[src/rtl/intersection_phase_scheduler_pkg.sv]
// rtl/intersection_phase_scheduler_pkg.sv - shared phase encoding, default timing and green decode
package intersection_pkg;

  typedef enum logic [1:0] {
    PH_THROUGH = 2'd0,
    PH_TURN    = 2'd1,
    PH_PED     = 2'd2,
    PH_CLEAR   = 2'd3
  } phase_t;

  localparam int CNT_W          = 8;
  localparam int DEF_MIN_GREEN  = 4;
  localparam int DEF_PHASE_TIME = 4;
  localparam int DEF_CLEAR_TIME = 2;

  // Bit order {up, down, turn, ped}; CLEAR leaves every group dark.
  function automatic logic [3:0] green_decode(input phase_t ph);
    logic [3:0] g;
    case (ph)
      PH_THROUGH: g = 4'b1100;
      PH_TURN:    g = 4'b0010;
      PH_PED:     g = 4'b0001;
      default:    g = 4'b0000;
    endcase
    return g;
  endfunction

endpackage

[src/rtl/intersection_phase_scheduler_phase_timer.sv]
// rtl/intersection_phase_scheduler_phase_timer.sv - saturating per-phase cycle counter with expire flag
module phase_timer
  import intersection_pkg::*;
(
  input  logic             i_clock,
  input  logic             i_reset,
  input  logic             i_clear,
  input  logic [CNT_W-1:0] i_duration,
  output logic             o_expire
);

  logic [CNT_W-1:0] r_count;

  always_ff @(posedge i_clock) begin
    if (i_reset || i_clear) begin
      r_count <= '0;
    end else if (r_count != {CNT_W{1'b1}}) begin
      r_count <= r_count + 1'b1;
    end
  end

  // >= rather than == so a saturated THROUGH counter keeps reporting expiry.
  assign o_expire = (r_count >= (i_duration - 1'b1));

endmodule

[src/rtl/intersection_phase_scheduler.sv]
// rtl/intersection_phase_scheduler.sv - round-robin THROUGH/TURN/PED scheduler with all-red clearance
module intersection_phase_scheduler
  import intersection_pkg::*;
#(
  parameter int MIN_GREEN  = DEF_MIN_GREEN,
  parameter int PHASE_TIME = DEF_PHASE_TIME,
  parameter int CLEAR_TIME = DEF_CLEAR_TIME
) (
  input  logic       i_clock,
  input  logic       i_reset,
  input  logic       i_pedestrian_button,
  input  logic       i_turn_sensor,
  output logic       o_up_green,
  output logic       o_down_green,
  output logic       o_turn_green,
  output logic       o_pedestrian_green,
  output logic [1:0] o_phase,
  output logic       o_ped_pending,
  output logic       o_turn_pending
);

  phase_t           r_phase;
  phase_t           r_next_target;
  logic [3:0]       r_greens;
  logic             r_ped_pending;
  logic             r_turn_pending;

  phase_t           w_next_phase;
  phase_t           w_next_target;
  logic [CNT_W-1:0] w_duration;
  logic             w_expire;
  logic             w_phase_change;
  logic             w_enter_ped;
  logic             w_enter_turn;

  always_comb begin
    case (r_phase)
      PH_THROUGH:     w_duration = CNT_W'(MIN_GREEN);
      PH_TURN, PH_PED: w_duration = CNT_W'(PHASE_TIME);
      default:        w_duration = CNT_W'(CLEAR_TIME);
    endcase
  end

  phase_timer u_timer (
    .i_clock    (i_clock),
    .i_reset    (i_reset),
    .i_clear    (w_phase_change),
    .i_duration (w_duration),
    .o_expire   (w_expire)
  );

  // Every green exits through CLEAR; CLEAR then enters the target chosen on the way out.
  always_comb begin
    w_next_phase  = r_phase;
    w_next_target = r_next_target;
    case (r_phase)
      PH_THROUGH: begin
        if (w_expire && (r_ped_pending || r_turn_pending)) begin
          w_next_phase  = PH_CLEAR;
          w_next_target = r_turn_pending ? PH_TURN : PH_PED;
        end
      end
      PH_TURN: begin
        if (w_expire) begin
          w_next_phase  = PH_CLEAR;
          w_next_target = r_ped_pending ? PH_PED : PH_THROUGH;
        end
      end
      PH_PED: begin
        if (w_expire) begin
          w_next_phase  = PH_CLEAR;
          w_next_target = PH_THROUGH;
        end
      end
      default: begin
        if (w_expire) begin
          w_next_phase = r_next_target;
        end
      end
    endcase
  end

  assign w_phase_change = (w_next_phase != r_phase);
  assign w_enter_ped    = w_phase_change && (w_next_phase == PH_PED);
  assign w_enter_turn   = w_phase_change && (w_next_phase == PH_TURN);

  always_ff @(posedge i_clock) begin
    if (i_reset) begin
      r_phase        <= PH_CLEAR;
      r_next_target  <= PH_THROUGH;
      r_greens       <= 4'b0000;
      r_ped_pending  <= 1'b0;
      r_turn_pending <= 1'b0;
    end else begin
      r_phase       <= w_next_phase;
      r_next_target <= w_next_target;
      r_greens      <= green_decode(w_next_phase);
      if (w_enter_ped) begin
        r_ped_pending <= 1'b0;
      end else if (i_pedestrian_button && (r_phase != PH_PED)) begin
        r_ped_pending <= 1'b1;
      end
      if (w_enter_turn) begin
        r_turn_pending <= 1'b0;
      end else if (i_turn_sensor && (r_phase != PH_TURN)) begin
        r_turn_pending <= 1'b1;
      end
    end
  end

  assign o_up_green         = r_greens[3];
  assign o_down_green       = r_greens[2];
  assign o_turn_green       = r_greens[1];
  assign o_pedestrian_green = r_greens[0];
  assign o_phase            = r_phase;
  assign o_ped_pending      = r_ped_pending;
  assign o_turn_pending     = r_turn_pending;

endmodule

[config.mk]
export PLATFORM = sky130hd
export DESIGN_NAME = intersection_phase_scheduler
export DESIGN_NICKNAME = d
export VERILOG_FILES = /design/src/rtl/intersection_phase_scheduler_pkg.sv /design/src/rtl/intersection_phase_scheduler_phase_timer.sv /design/src/rtl/intersection_phase_scheduler.sv
export SDC_FILE = /design/constraint.sdc
export NUM_CORES = 1
export LEC_CHECK = 0
export CORE_MARGIN = 5
export CORE_UTILIZATION = 50
export CTS_BUF_LIST = sky130_fd_sc_hd__clkbuf_16
export DETAILED_ROUTE_END_ITERATION = 16
export DONT_BUFFER_PORTS = 1
export PLACE_DENSITY = 0.68
export SYNTH_ARGS = -nofsm -noshare
export SYNTH_HDL_FRONTEND = slang
export SYNTH_SLANG_ARGS = --single-unit
export TNS_END_PERCENT = 50
[constraint.sdc]
create_clock -name i_clock -period 2.1 [get_ports i_clock]
set_input_delay 0.42 -clock i_clock [delete_from_list [all_inputs] [get_ports i_clock]]
set_output_delay 0.42 -clock i_clock [all_outputs]
set_load 0.05 [all_outputs]
==> results by group <==
Placement
  – Placed Area: 1070 um2
  – Buffers on Ports: 0
  – Hpwl dp: 1.54 mm
  – Pre-CTS setup slack: 0.163 ns
  – Placer Congestion: 0.829

Route
  – WL per Instance: 14.1 um
  – Wirelength, routed: 2.05 mm
  – Drt initial violations: 6
  – Vias after detailed routing: 829
  – DR vias/cell: 5.72
  – DRC viols: 0
  – Antenna-violating nets left: 0
  – Drt pass-1 iters: 4

CTS
  – CTS Buffer Depth: 2
  – CTS root buffer: clkbuf_16
  – Number of H-tree levels: 1
  – Total clock buffers created by CTS: 3
  – Clock Sinks: 17
  – Reg clk slew, reported paths: 0.05 ns
  – Post-CTS Setup Bufs: 0
  – CTS tree: yes
  – Cts repair resizes: 0
  – # hold bufs at CTS: 0
  – Worst skew pair latency: 0.25 ns

Run
  – Max cap viols: 0

Logic synthesis
  – Synth unique cells: 43
  – Synth Area in Adders: 7.69%
  – Simple logic cell fraction of the synthesized area: 25.3%
  – EDFF count, synth: 0
  – Synth Net Count: 118
  – Seq cells post-synth: 17
  – Cell area after synthesis: 976 um2
  – Cells after synthesis: 108
  – Post-synthesis sequential area ratio: 34.9%
  – Post-synthesis compound-gate area fraction: 21.2%
  – Top_reg_cell synth: dfxtp_1
  – Mapped Avg Cell Area: 9.04 um2
  – Mux contribution to synthesized area: 3.21%
  – Ys async rst share: 0%
  – Largest family of logic cells by synthesized area: simple AND/OR/NAND/NOR gates
  – XOR/XNOR Fraction of Synth Area: 3.59%
  – Syn. warnings: 0

Worst hold path
  – Hold Crit Class: in -> reg

STA
  – Slew @ Worst Pin: 0.484 ns
  – Clock skew: 0.00299 ns
  – Unrepaired setup endpoints after global routing: false
  – Tcrit/Tclk final: 92.9%
  – Max Transition Viols Final: 0
  – Period minus WS final: 1.95 ns
  – Final Hold Fails: 0
  – Final hold slack: 0.238 ns
  – Setup TNS: 0 ns
  – Fmax: 0.513 GHz
  – Setup violators final: 0
  – Worst slew margin: 67.7%
  – Final setup margin: 0.150 ns

Layout
  – Share of cells above drive strength 1: 20.3%
  – Most frequent cells in the layout: 15 x dfxtp_1, 9 x buf_4, 8 x nor2_1, 8 x nor3_1, 7 x inv_1
  – Nets: 129
  – Post-Route Utilization: 60.4%
  – Most common cell after layout, fill and taps aside: dfxtp_1
  – # diodes: 0
  – Synth-to-layout area growth: 17.7%
  – Post-route cell area: 1150 um2

Critical path
  – Crit path buf inv count: 0
  – Setup Crit Path Kind: reg -> reg
  – Cell repeated most along the worst path: ha_1
  – CP max FO: 6
  – CP required: 2.24 ns
  – Kind of start point of the critical path: flop
  – Critical path cell sequence: ha_1, ha_1, nand2_1, a311oi_1, a311oi_4, o31a_2
  – Worst EP arrival: 2.09 ns
  – Crit-path slowest cell: a311oi_1
  – Delay-heaviest family, CP: compound AO/OA/AOI/OAI gates
  – CP Capture Type: flop
  – CP max stage delay: 0.42 ns

Floorplan
  – Initial core utilization: 51.3%
  – Chip Width: 54.2 um
  – Cell Rows: 16
  – Die H: 54.2 um
  – Core region area: 1900 um2
  – IO Pins: 12
  – DIE AREA: 2940 um2

Global routing
  – Largest net degree at the start of global routing: 13
  – Congestion Overflow GR: 0
  – Vias in the first global route: 777
  – Initial antenna violation count: 0
  – Gr usage total: 16.9%
  – Global-route wire length before repair: 3.52 mm

Power
  – Pwr/cell area: 1660 nW/um2
  – Peak supply drop: 694 uV
  – Cell leakage power: 0.456 nW

Status
  – Status: completed
[where the power goes]
part | leakage [nW] | total [mW] | switching, mW | internal, mW
Clock | 0.0409 | 0.384 | 0.129 | 0.255
Combinational | 0.276 | 0.992 | 0.602 | 0.390
Sequential | 0.139 | 0.526 | 0.115 | 0.412
[Yosys cell counts, drive strengths merged, types with 2 or more instances]
cell	n	share of area, %
dfxtp	17	35
nor2	9	3.7
nor3	9	5.1
inv	7	2.7
ha	6	7.7
nand2	5	1.9
nor4	4	4.1
o21ai	4	2.1
xor2	4	3.6
a21oi	3	1.5
a311oi	3	4.5
nand3	3	1.5
a31oi	2	1.3
clkbuf	2	0.77
mux2i	2	2.1
nand2b	2	1.3
o211ai	2	1.5
o21bai	2	1.5
o31a	2	1.9
o31ai	2	1.5
[sequential cells by signal, indices dropped and copies added (netlist names)]
register / cells
o_ped_pending: 1
o_phase: 2
o_turn_pending: 1
r_greens: 3
r_next_target: 2
u_timer.r_count: 8
[kinds of logic after synthesis]
family / Yosys count
AOI/OAI and AO/OA: 26
xor gates and xnor gates: 4
adders and majority gates: 6
buffers and inverters: 10
DFF: 17
muxes: 3
and+or+nand+nor: 42
[final cells by class]
type,instances,area [um2]
multi-input combinational,81,598
sequential,17,343
timing repair buffer,9,67.6
fill,165,753
clock inverter,1,5.00
clock buffer,3,75.1
inverter,7,26.3
tap,27,33.8
[stage by stage]
step	power [mW]	cells
floorplan	1.27	108
global placement	1.50	141
detailed placement	1.52	141
CTS	1.91	145
global route	2.02	145
finish	1.90	145
[routing by layer]
layer  track usage [%]  routed length (um)  vias up
li1                  -                   -      425
met1              21.6                 927      386
met2              25.9                 970       13
met3              3.32                 104        5
met4              9.96                  46        0
met5                 0                   0        -
[worst paths after layout]
path	start	end	slack, ns	cells past startpoint
min reg2reg	r_next_target[0]	r_next_target[0]	0.51	2
max	o_phase[0]	o_turn_pending	0.15	6
max reg2reg	o_phase[0]	o_turn_pending	0.15	6
min	i_reset	o_ped_pending	0.24	1
No activity file was read; power rests on OpenSTA's default activity.
